--- config.mk ---
export PLATFORM = sky130hd
export DESIGN_NAME = whack_round_engine_flat
export DESIGN_NICKNAME = d
export VERILOG_FILES = /design/src/rtl/whack_round_engine_if.sv /design/src/rtl/whack_round_engine.sv /design/src/flat_wrapper.sv
export SDC_FILE = /design/constraint.sdc
export NUM_CORES = 1
export LEC_CHECK = 0
export CORE_UTILIZATION = 50
export CTS_CLUSTER_SIZE = 24
export DETAILED_ROUTE_END_ITERATION = 6
export HOLD_SLACK_MARGIN = 0.05
export PLACE_DENSITY = 0.7
export SLEW_MARGIN = 15
export SYNTH_ARGS = -nofsm -noshare
export SYNTH_HDL_FRONTEND = slang
export SYNTH_SLANG_ARGS = --single-unit
export TNS_END_PERCENT = 1
--- constraint.sdc ---
create_clock -name clk -period 2.6 [get_ports clk]
set_input_delay 0.52 -clock clk [delete_from_list [all_inputs] [get_ports clk]]
set_output_delay 0.52 -clock clk [all_outputs]
set_load 0.05 [all_outputs]
--- src/rtl/whack_round_engine_if.sv ---
// Start/stop handshake and button/score bundle between the game controller
// (master) and the round engine (slave).
interface whack_round_engine_if;
   logic        startGame;
   logic        btn1;
   logic        btn2;
   logic        btn3;
   logic        stopOut;
   logic [2:0]  ledOut;
   logic [7:0]  score;
   logic [15:0] timeLeft;
   logic        hitPulse;
   logic        missPulse;

   modport master (
      output startGame, btn1, btn2, btn3,
      input  stopOut, ledOut, score, timeLeft, hitPulse, missPulse
   );

   modport slave (
      input  startGame, btn1, btn2, btn3,
      output stopOut, ledOut, score, timeLeft, hitPulse, missPulse
   );
endinterface

--- src/rtl/whack_round_engine.sv ---
// Whack-a-target round engine: lights one of three targets, scores hits,
// penalises wrong presses and runs the round timer back to the controller.
module whack_round_engine #(
   parameter int unsigned CLKS_PER_TICK = 5000000,
   parameter int unsigned GAME_TICKS    = 300,
   parameter int unsigned LIT_TICKS     = 10
) (
   input  logic                  clk,
   input  logic                  rst_n,
   whack_round_engine_if.slave   bus
);
   localparam int PW = (CLKS_PER_TICK > 1) ? $clog2(CLKS_PER_TICK) : 1;
   localparam logic [PW-1:0] PRESC_MAX = PW'(CLKS_PER_TICK - 1);
   localparam logic [PW-1:0] PRESC_ONE = PW'(1);
   localparam logic [7:0]    LIT_LAST  = 8'(LIT_TICKS - 1);
   localparam logic [15:0]   GAME_LEN  = 16'(GAME_TICKS);

   localparam logic [1:0] S_IDLE = 2'd0;
   localparam logic [1:0] S_ARM  = 2'd1;
   localparam logic [1:0] S_SHOW = 2'd2;
   localparam logic [1:0] S_DONE = 2'd3;

   logic [1:0]    state_q, state_d;
   logic          stop_q, stop_d;
   logic [2:0]    led_q, led_d;
   logic [7:0]    score_q, score_d;
   logic [15:0]   time_q, time_d;
   logic          hit_q, hit_d;
   logic          miss_q, miss_d;
   logic [PW-1:0] presc_q, presc_d;
   logic [7:0]    lit_q, lit_d;
   logic [1:0]    prev_q, prev_d;
   logic [2:0]    btn_prev_q;
   logic [3:0]    lfsr_q;

   logic [2:0] btn;
   logic [2:0] press;
   logic       tick;
   logic       wrong_press;
   logic       lit_press;
   logic [1:0] idx_raw, idx_pick;

   assign btn         = {bus.btn3, bus.btn2, bus.btn1};
   assign press       = btn & ~btn_prev_q;
   assign wrong_press = |(press & ~led_q);
   assign lit_press   = (|press) && (press == led_q);
   assign tick        = ((state_q == S_ARM) || (state_q == S_SHOW)) && (presc_q == PRESC_MAX);

   // Fold the LFSR's 4th code onto target 0, then step past the previous target.
   always_comb begin
      idx_raw  = (lfsr_q[1:0] == 2'd3) ? 2'd0 : lfsr_q[1:0];
      idx_pick = idx_raw;
      if (idx_raw == prev_q) begin
         idx_pick = (idx_raw == 2'd2) ? 2'd0 : idx_raw + 2'd1;
      end
   end

   always_comb begin
      state_d = state_q;
      stop_d  = stop_q;
      led_d   = led_q;
      score_d = score_q;
      time_d  = time_q;
      hit_d   = 1'b0;
      miss_d  = 1'b0;
      presc_d = presc_q;
      lit_d   = lit_q;
      prev_d  = prev_q;
      case (state_q)
         S_IDLE: begin
            led_d  = 3'b000;
            stop_d = 1'b0;
            if (bus.startGame) begin
               state_d = S_ARM;
               score_d = 8'd0;
               time_d  = GAME_LEN;
               presc_d = '0;
            end
         end
         S_ARM, S_SHOW: begin
            if (!bus.startGame) begin
               state_d = S_IDLE;
               led_d   = 3'b000;
            end else begin
               presc_d = tick ? '0 : presc_q + PRESC_ONE;
               if (state_q == S_ARM) begin
                  led_d   = 3'b001 << idx_pick;
                  prev_d  = idx_pick;
                  lit_d   = 8'd0;
                  state_d = S_SHOW;
               end else if (wrong_press) begin
                  score_d = (score_q == 8'd0) ? 8'd0 : score_q - 8'd1;
               end else if (lit_press) begin
                  score_d = (score_q == 8'hFF) ? 8'hFF : score_q + 8'd1;
                  hit_d   = 1'b1;
                  led_d   = 3'b000;
                  state_d = S_ARM;
               end else if (tick) begin
                  if (lit_q == LIT_LAST) begin
                     miss_d  = 1'b1;
                     led_d   = 3'b000;
                     state_d = S_ARM;
                  end else begin
                     lit_d = lit_q + 8'd1;
                  end
               end
               // Round expiry wins over a same-cycle miss; a same-cycle hit still counts.
               if (tick) begin
                  if (time_q == 16'd1) begin
                     time_d  = 16'd0;
                     led_d   = 3'b000;
                     stop_d  = 1'b1;
                     miss_d  = 1'b0;
                     state_d = S_DONE;
                  end else begin
                     time_d = time_q - 16'd1;
                  end
               end
            end
         end
         S_DONE: begin
            led_d  = 3'b000;
            stop_d = 1'b1;
            if (!bus.startGame) begin
               state_d = S_IDLE;
               stop_d  = 1'b0;
            end
         end
         default: state_d = S_IDLE;
      endcase
   end

   always_ff @(posedge clk or negedge rst_n) begin
      if (!rst_n) begin
         state_q    <= S_IDLE;
         stop_q     <= 1'b0;
         led_q      <= 3'b000;
         score_q    <= 8'd0;
         time_q     <= 16'd0;
         hit_q      <= 1'b0;
         miss_q     <= 1'b0;
         presc_q    <= '0;
         lit_q      <= 8'd0;
         prev_q     <= 2'd0;
         btn_prev_q <= 3'b000;
         lfsr_q     <= 4'b0001;
      end else begin
         state_q    <= state_d;
         stop_q     <= stop_d;
         led_q      <= led_d;
         score_q    <= score_d;
         time_q     <= time_d;
         hit_q      <= hit_d;
         miss_q     <= miss_d;
         presc_q    <= presc_d;
         lit_q      <= lit_d;
         prev_q     <= prev_d;
         btn_prev_q <= btn;
         lfsr_q     <= {lfsr_q[2:0], lfsr_q[3] ^ lfsr_q[2]};
      end
   end

   assign bus.stopOut   = stop_q;
   assign bus.ledOut    = led_q;
   assign bus.score     = score_q;
   assign bus.timeLeft  = time_q;
   assign bus.hitPulse  = hit_q;
   assign bus.missPulse = miss_q;
endmodule
--- src/flat_wrapper.sv ---
// flat-port wrapper written by rule: the top's interface ports become plain ports
module whack_round_engine_flat 
#(
   parameter int unsigned CLKS_PER_TICK = 5000000,
   parameter int unsigned GAME_TICKS    = 300,
   parameter int unsigned LIT_TICKS     = 10
)
  (clk, rst_n, bus_startGame, bus_btn1, bus_btn2, bus_btn3, bus_stopOut, bus_ledOut, bus_score, bus_timeLeft, bus_hitPulse, bus_missPulse);
  whack_round_engine_if bus_i ();
  input  logic clk;
  input  logic rst_n;
  input wire logic [$bits(bus_i.startGame)-1:0] bus_startGame;
  input wire logic [$bits(bus_i.btn1)-1:0] bus_btn1;
  input wire logic [$bits(bus_i.btn2)-1:0] bus_btn2;
  input wire logic [$bits(bus_i.btn3)-1:0] bus_btn3;
  output wire logic [$bits(bus_i.stopOut)-1:0] bus_stopOut;
  output wire logic [$bits(bus_i.ledOut)-1:0] bus_ledOut;
  output wire logic [$bits(bus_i.score)-1:0] bus_score;
  output wire logic [$bits(bus_i.timeLeft)-1:0] bus_timeLeft;
  output wire logic [$bits(bus_i.hitPulse)-1:0] bus_hitPulse;
  output wire logic [$bits(bus_i.missPulse)-1:0] bus_missPulse;
  assign bus_i.startGame = bus_startGame;
  assign bus_i.btn1 = bus_btn1;
  assign bus_i.btn2 = bus_btn2;
  assign bus_i.btn3 = bus_btn3;
  assign bus_stopOut = bus_i.stopOut;
  assign bus_ledOut = bus_i.ledOut;
  assign bus_score = bus_i.score;
  assign bus_timeLeft = bus_i.timeLeft;
  assign bus_hitPulse = bus_i.hitPulse;
  assign bus_missPulse = bus_i.missPulse;
  whack_round_engine #(.CLKS_PER_TICK(CLKS_PER_TICK), .GAME_TICKS(GAME_TICKS), .LIT_TICKS(LIT_TICKS)) u_core (.clk(clk), .rst_n(rst_n), .bus(bus_i));
endmodule
=== Word-level counts from Yosys, hierarchy flattened ===
Index checks and enable logic that the tools add are counted.
W data, S select, Z words.

* Bits in registers: 72
* Input bits: 6
* Output and inout bits: 30
* Logic and storage cells: 127

* Add/sub/neg operators: 6
* Eq/ne operators: 21
* Shift operators: 1
* Multiplexer cells: 64
* Bitwise operators: 5
* Reduce and logical (&&, ||, !) cells: 18

{| class="wikitable"
|+ Operators with widths
! kind !! number
|-
| $mux W8 || 12
|-
| $mux W23 || 3
|-
| $mux W16 || 4
|-
| $pmux W23 S2 || 1
|-
| $pmux W16 S2 || 1
|-
| $mux W2 || 13
|-
| $mux W3 || 8
|-
| $add A23 B1 Y23 const B || 1
|-
| $eq A23 B23 Y1 const B || 1
|-
| $mux W1 || 18
|-
| $add A8 B1 Y8 const B || 2
|-
| $eq A16 B1 Y1 const B || 1
|-
| $pmux W8 S2 || 1
|-
| $sub A16 B1 Y16 const B || 1
|-
| $ne A2 B2 Y1 const B || 6
|-
| $reduce_and A3 Y1 || 3
|-
| $eq A2 B2 Y1 const B || 4
|-
| $eq A8 B4 Y1 const B || 1
|-
| $eq A8 B8 Y1 const B || 1
|-
| $logic_not A8 Y1 || 1
|-
| $sub A8 B1 Y8 const B || 1
|-
| $and A3 B3 Y3 || 2
|-
| $ne A2 B1 Y1 const B || 3
|-
| $not A3 Y3 || 2
|-
| other kinds (20) || 24
|}

=== Longest topological paths before layout ===
* Depth in word-level cells: 11
* Depth in mapped cells: 9
* Depth with buffers taken out: 7

=== Worst setup path after synthesis ===
OpenSTA, ideal clock, no wires.

* Kind: reg2reg
* Start: register u_core.score_q[3], in the netlist u_core.bus.score[3]
* End: register u_core.score_q[3], in the netlist u_core.bus.score[3]
* Data arrival time: 2.295 ns
* Required time: 2.478 ns
* Slack: 0.184 ns
* Cell stages (with the launch flop): 7
* Path buffers: 1
* Clock period less this slack: 2.416 ns
* Cells stage by stage: dfrtp_1 -> clkbuf_1 -> or4_1 -> or4_1 -> o211ai_1 -> o21ai_0 -> o2bb2ai_1

* Longest elaborated chain between the ends: 7

{| class="wikitable"
|+ Ends and longest elaborated chain
! what !! RTL line !! text
|-
| from (decl) || whack_round_engine.sv:26 || <nowiki>logic [7:0] score_q, score_d;</nowiki>
|-
| from (signal assigned) || whack_round_engine.sv:151 || <nowiki>score_q <= score_d;</nowiki>
|-
| $add A8 B1 Y8 / $eq A8 B8 Y1 (equally long branches) || whack_round_engine.sv:94 || <nowiki>score_d = (score_q == 8'hFF) ? 8'hFF : score_q + 8'd1;</nowiki>
|-
| $mux W8 || whack_round_engine.sv:94 ||
|-
| $mux W8 || whack_round_engine.sv:93 || <nowiki>end else if (lit_press) begin</nowiki>
|-
| $mux W8 (*) || whack_round_engine.sv:91 || <nowiki>end else if (wrong_press) begin</nowiki>
|-
| $mux W8 (*) || whack_round_engine.sv:86 || <nowiki>if (state_q == S_ARM) begin</nowiki>
|-
| $mux W8 (*) || whack_round_engine.sv:81 || <nowiki>if (!bus.startGame) begin</nowiki>
|-
| $pmux W8 S2 (*) || whack_round_engine.sv:69 || <nowiki>case (state_q)</nowiki>
|}

Mark *: on every way between the ends. The rest lies on a longest branch, timed or not. The select of a mux whose other input is x is not followed.
A chain may end at the register's enable or synchronous reset.

=== Final worst setup path ===
* Start: input port bus_btn1
* End: register u_core.lit_q[5]

* Longest elaborated chain between the ends: 5

{| class="wikitable"
|+ Ends and longest elaborated chain
! what !! RTL line !! text
|-
| from (decl) || flat_wrapper.sv:13 || <nowiki>input wire logic [$bits(bus_i.btn1)-1:0] bus_btn1;</nowiki>
|-
| $and A3 B3 Y3 (*) || whack_round_engine.sv:44 || <nowiki>assign press = btn & ~btn_prev_q;</nowiki>
|-
| $and A3 B3 Y3 (tied with other cells) || whack_round_engine.sv:45 || <nowiki>assign wrong_press = |(press & ~led_q);</nowiki>
|-
| $reduce_or A3 Y1 / $logic_and A1 B1 Y1 (equally long branches) || whack_round_engine.sv:45, whack_round_engine.sv:46 ||
|-
| $ne A2 B2 Y1 (no source line) || - ||
|-
| $reduce_and A6 Y1 (no source line) (*) || - ||
|-
| to (signal assigned) || whack_round_engine.sv:156 || <nowiki>lit_q <= lit_d;</nowiki>
|-
| to (decl) || whack_round_engine.sv:31 || <nowiki>logic [7:0] lit_q, lit_d;</nowiki>
|}

Mark *: on every way between the ends. The rest lies on a longest branch, timed or not.

==> impl_metrics.ini <==
[worst_setup_path]
cp_data_required_time_ns = 2.87
worstSetupPathType = input pin to flop
critPathArrivalTime_ns = 2.72
worst_setup_path_start_kind = input pin
cp_max_fo = 6
worstSetupEndpointType = flop

[sta]
finalSetupTns_ns = 0
min_period_over_period_pct = 94.00
max_clock_freq_ghz = 0.4092
fin_max_slew_vios = 0
final_period_minus_worst_setup_slack_ns = 2.444
worst-slew-pin-transition_ns = 0.6077
hold_violations = 0
rsz0062_at_grt = yes
clock_skew_ns = 0.01303
slew_hr_pct = 59.49
setup-violations-final = 0

[logic_synthesis]
most_instantiated_flip_flop_cell_in_the_synthesis_netlist = sky130_fd_sc_hd__dfrtp_1
synth_top_cells_by_area = sky130_fd_sc_hd__dfrtp_1 (40%), sky130_fd_sc_hd__ha_1 (4.7%), sky130_fd_sc_hd__a21oi_1 (4.1%)
most_common_library_cells_after_synthesis = sky130_fd_sc_hd__dfrtp_1 (71), sky130_fd_sc_hd__nand2_1 (49), sky130_fd_sc_hd__nor2_1 (40)
ys.warnings.count = 0
synth_compound_area_share_pct = 18.13
yosys.area.top_type_share_pct = 39.66
synth-adder-area-share_pct = 4.749
post_synth_xor_area_fraction_pct = 4.302
yosys.cell_count.top_type = sky130_fd_sc_hd__dfrtp_1
synth-edff-count = 0
syn-mean-instance-area_um2 = 8.732
largest_family_of_logic_cells_by_synthesized_area = simple AND/OR/NAND/NOR gates
sequential_area_share_after_synthesis_pct = 40.25
yosysTopAreaCell = sky130_fd_sc_hd__dfrtp_1
synth_cells = 513
syn_nets = 536
post_synthesis_share_of_cell_area_spent_on_and_or_nand_and_nor_gates_pct = 27.43
yosys.cell_types.count = 65
synth-seq-cells = 72
synth_mux_area_share_pct = 0.9218
mappedNetlistArea_um2 = 4479
async_reset_ff_share_pct = 100.0

[power]
swShare_pct = 41.19
share_clk_of_total_power_pct = 23.9
leakage_nw = 2.281
cellInternalPower_mw = 2.773
p_sw_mw = 1.943
comb_power_share_pct = 45.1
seq_power_share_pct = 30.9
power_density_nw_per_um2 = 855.7
totalPowerFinal_mw = 4.716
ir_drop_v = 0.0004552

[clock_tree]
cts_buffer_depth = 2
tritoncts_num_sinks = 72
clock_latency_ns = 0.36
clock_tree.root_cell = sky130_fd_sc_hd__clkbuf_8
path_clk_slew_ns = 0.09
maximum_level_of_the_cts_h_tree = 3
cts_tree = yes
total_clock_buffers_created_by_cts = 9

[grt]
grt_use_total_pct = 23.81
largest_net_degree_at_the_start_of_global_routing = 41
wire_length_of_the_first_global_routing_pass_um = 18280
antenna_found_initial = 0
grt_remaining_overflow = 0
first_global_vias = 3823

[detailed_routing]
post-route-drc-count = 0
drt_pre_antenna_iters = 4
wl_per_cell_um = 15.86
drt_iter0_drc = 230
ant_nets = 0
vias = 4190
via_per_inst = 6.037
route.final.wire_length_um = 11010

[die]
dieWidth_um = 96.65
die_h_um = 96.65
core-area_um2 = 8678
num_io_pins = 36
design.die.area_um2 = 9341
effective_utilization_at_floorplan_pct = 51.61
std_cell_rows = 34

[placement]
detailedPlacementHpwl_um = 7952
routabilityCongestion = 0.8309
place.port_buffers = 35

[cells_and_area]
antenna_cells_inserted = 0
n_fill_cell = 762
layout-area-overhead-vs-synth_pct = 23.04
fraction_of_final_layout_cells_sized_beyond_drive_strength_1_pct = 13.65
finalNetCount = 604

[hold_path]
worstHoldPathType = input pin to async pin

[job]
maxCapViolations = 0

[run_status]
run_status = finished, final reports clean
## worst paths after layout
check / start / end / slack (ns) / depth (start not counted)
min in group clk: u_core.lfsr_q[2] / u_core.lfsr_q[3] / 0.40 / 0
worst max-delay path: bus_btn1 / u_core.lit_q[5] / 0.16 / 7
worst max register to register: u_core.presc_q[0] / u_core.state_q[0] / 0.17 / 7
max in group asynchronous: rst_n / u_core.lfsr_q[0] / 1.78 / 2
worst min-delay path: rst_n / u_core.bus.timeLeft[12] / 0.13 / 1
worst min register to register: u_core.lfsr_q[2] / u_core.lfsr_q[3] / 0.40 / 0
## state kept, by name, summed over array words and instances, names as in the netlist, 2 cells and up
| register | cells |
|---|---|
| u_core.lfsr_q | 4 |
| u_core.bus.timeLeft | 16 |
| u_core.lit_q | 8 |
| u_core.state_q | 2 |
| u_core.btn_prev_q | 3 |
| u_core.bus.score | 8 |
| u_core.bus.ledOut | 3 |
| u_core.prev_q | 2 |
| u_core.presc_q | 23 |
## worst max-delay path, stage by stage
cell                              delay, ns
sky130_fd_sc_hd__clkdlybuf4s50_1       0.43
sky130_fd_sc_hd__nor2b_2               0.17
sky130_fd_sc_hd__buf_4                 0.13
sky130_fd_sc_hd__o31ai_1               0.51
sky130_fd_sc_hd__nand3_1               0.28
sky130_fd_sc_hd__or4_1                 0.52
sky130_fd_sc_hd__a21oi_1               0.17
## routing by layer
| metal | track usage, % | share of wire (%) | vias up |
|---|---|---|---|
| li1 | - | - | 2037 |
| met4 | 5.970 | 1.1 | 0 |
| met1 | 32.83 | 47 | 2044 |
| met2 | 38.19 | 48 | 97 |
| met5 | 0 | 0 | - |
| met3 | 5.202 | 4.1 | 12 |
## per-stage QoR
stage | utilization [%] | setup WS, ns | area, um2 | instances | hold WS, ns
final | 63.51 | 0.1560 | 5512 | 694 | 0.1289
after global routing | 63.51 | -0.007614 | 5512 | 694 | 0.1563
after CTS | 63.25 | 0.1257 | 5489 | 694 | 0.1412
after detailed placement | 60.32 | -0.2250 | 5235 | 678 | 0.3806
after global placement | 60.32 | -0.1555 | 5235 | 678 | 0.3807
after floorplan | - | 0.1838 | 4479 | 513 | 0.2244
## repair_timing
item / in CTS / in global routing
setup endpoints to repair: 0 / 6
gates resized for setup: 0 / 4
buffers inserted: 0 / 0
hold buffers: 0 / 0
## cells in the final DEF, fill, tap and decap left out, drive strengths merged, types with 13 or more instances in the layout
cell / n
buf: 48
xnor2: 13
nor2: 41
nor4: 16
nand3: 21
nor3: 24
or4: 14
clkdlybuf4s50: 34
ha: 17
nand2: 49
a21oi: 37
o21ai: 26
dfrtp: 71
inv: 25
## final cells by class
cell class | instances | area, um2 | area share (%)
repair buffers | 82 | 710.7 | 12.89
multi-input cells | 391 | 2515 | 45.63
flip-flops and latches | 72 | 1803 | 32.71
clock inverters | 5 | 102.6 | 1.862
well taps | 108 | 135.1 | 2.452
clock buffers | 11 | 151.4 | 2.747
inverters | 25 | 93.84 | 1.703
## logic make-up (layout without fill, tap and decap cells)
kind of cell,count (synthesis),after routing
flip-flops,72,72
XOR/XNOR,22,22
AO/OA/AOI/OAI,125,125
adder cells (fa/ha/maj),17,17
multiplexers,4,4
buffers and inverters,50,123
AND/OR/NAND/NOR,223,223
## power groups by stage
| stage | Combinational [mW] | Sequential, mW | Clock, mW |
|---|---|---|---|
| global route | 2.32 | 1.49 | 1.19 |
| detailed placement | 2.10 | 1.47 | 0 |
| floorplan | 1.13 | 1.72 | 0 |
| finish | 2.13 | 1.46 | 1.13 |
| CTS | 2.12 | 1.46 | 1.14 |
| global placement | 2.06 | 1.47 | 0 |
Power figures use the tool's default switching activity.
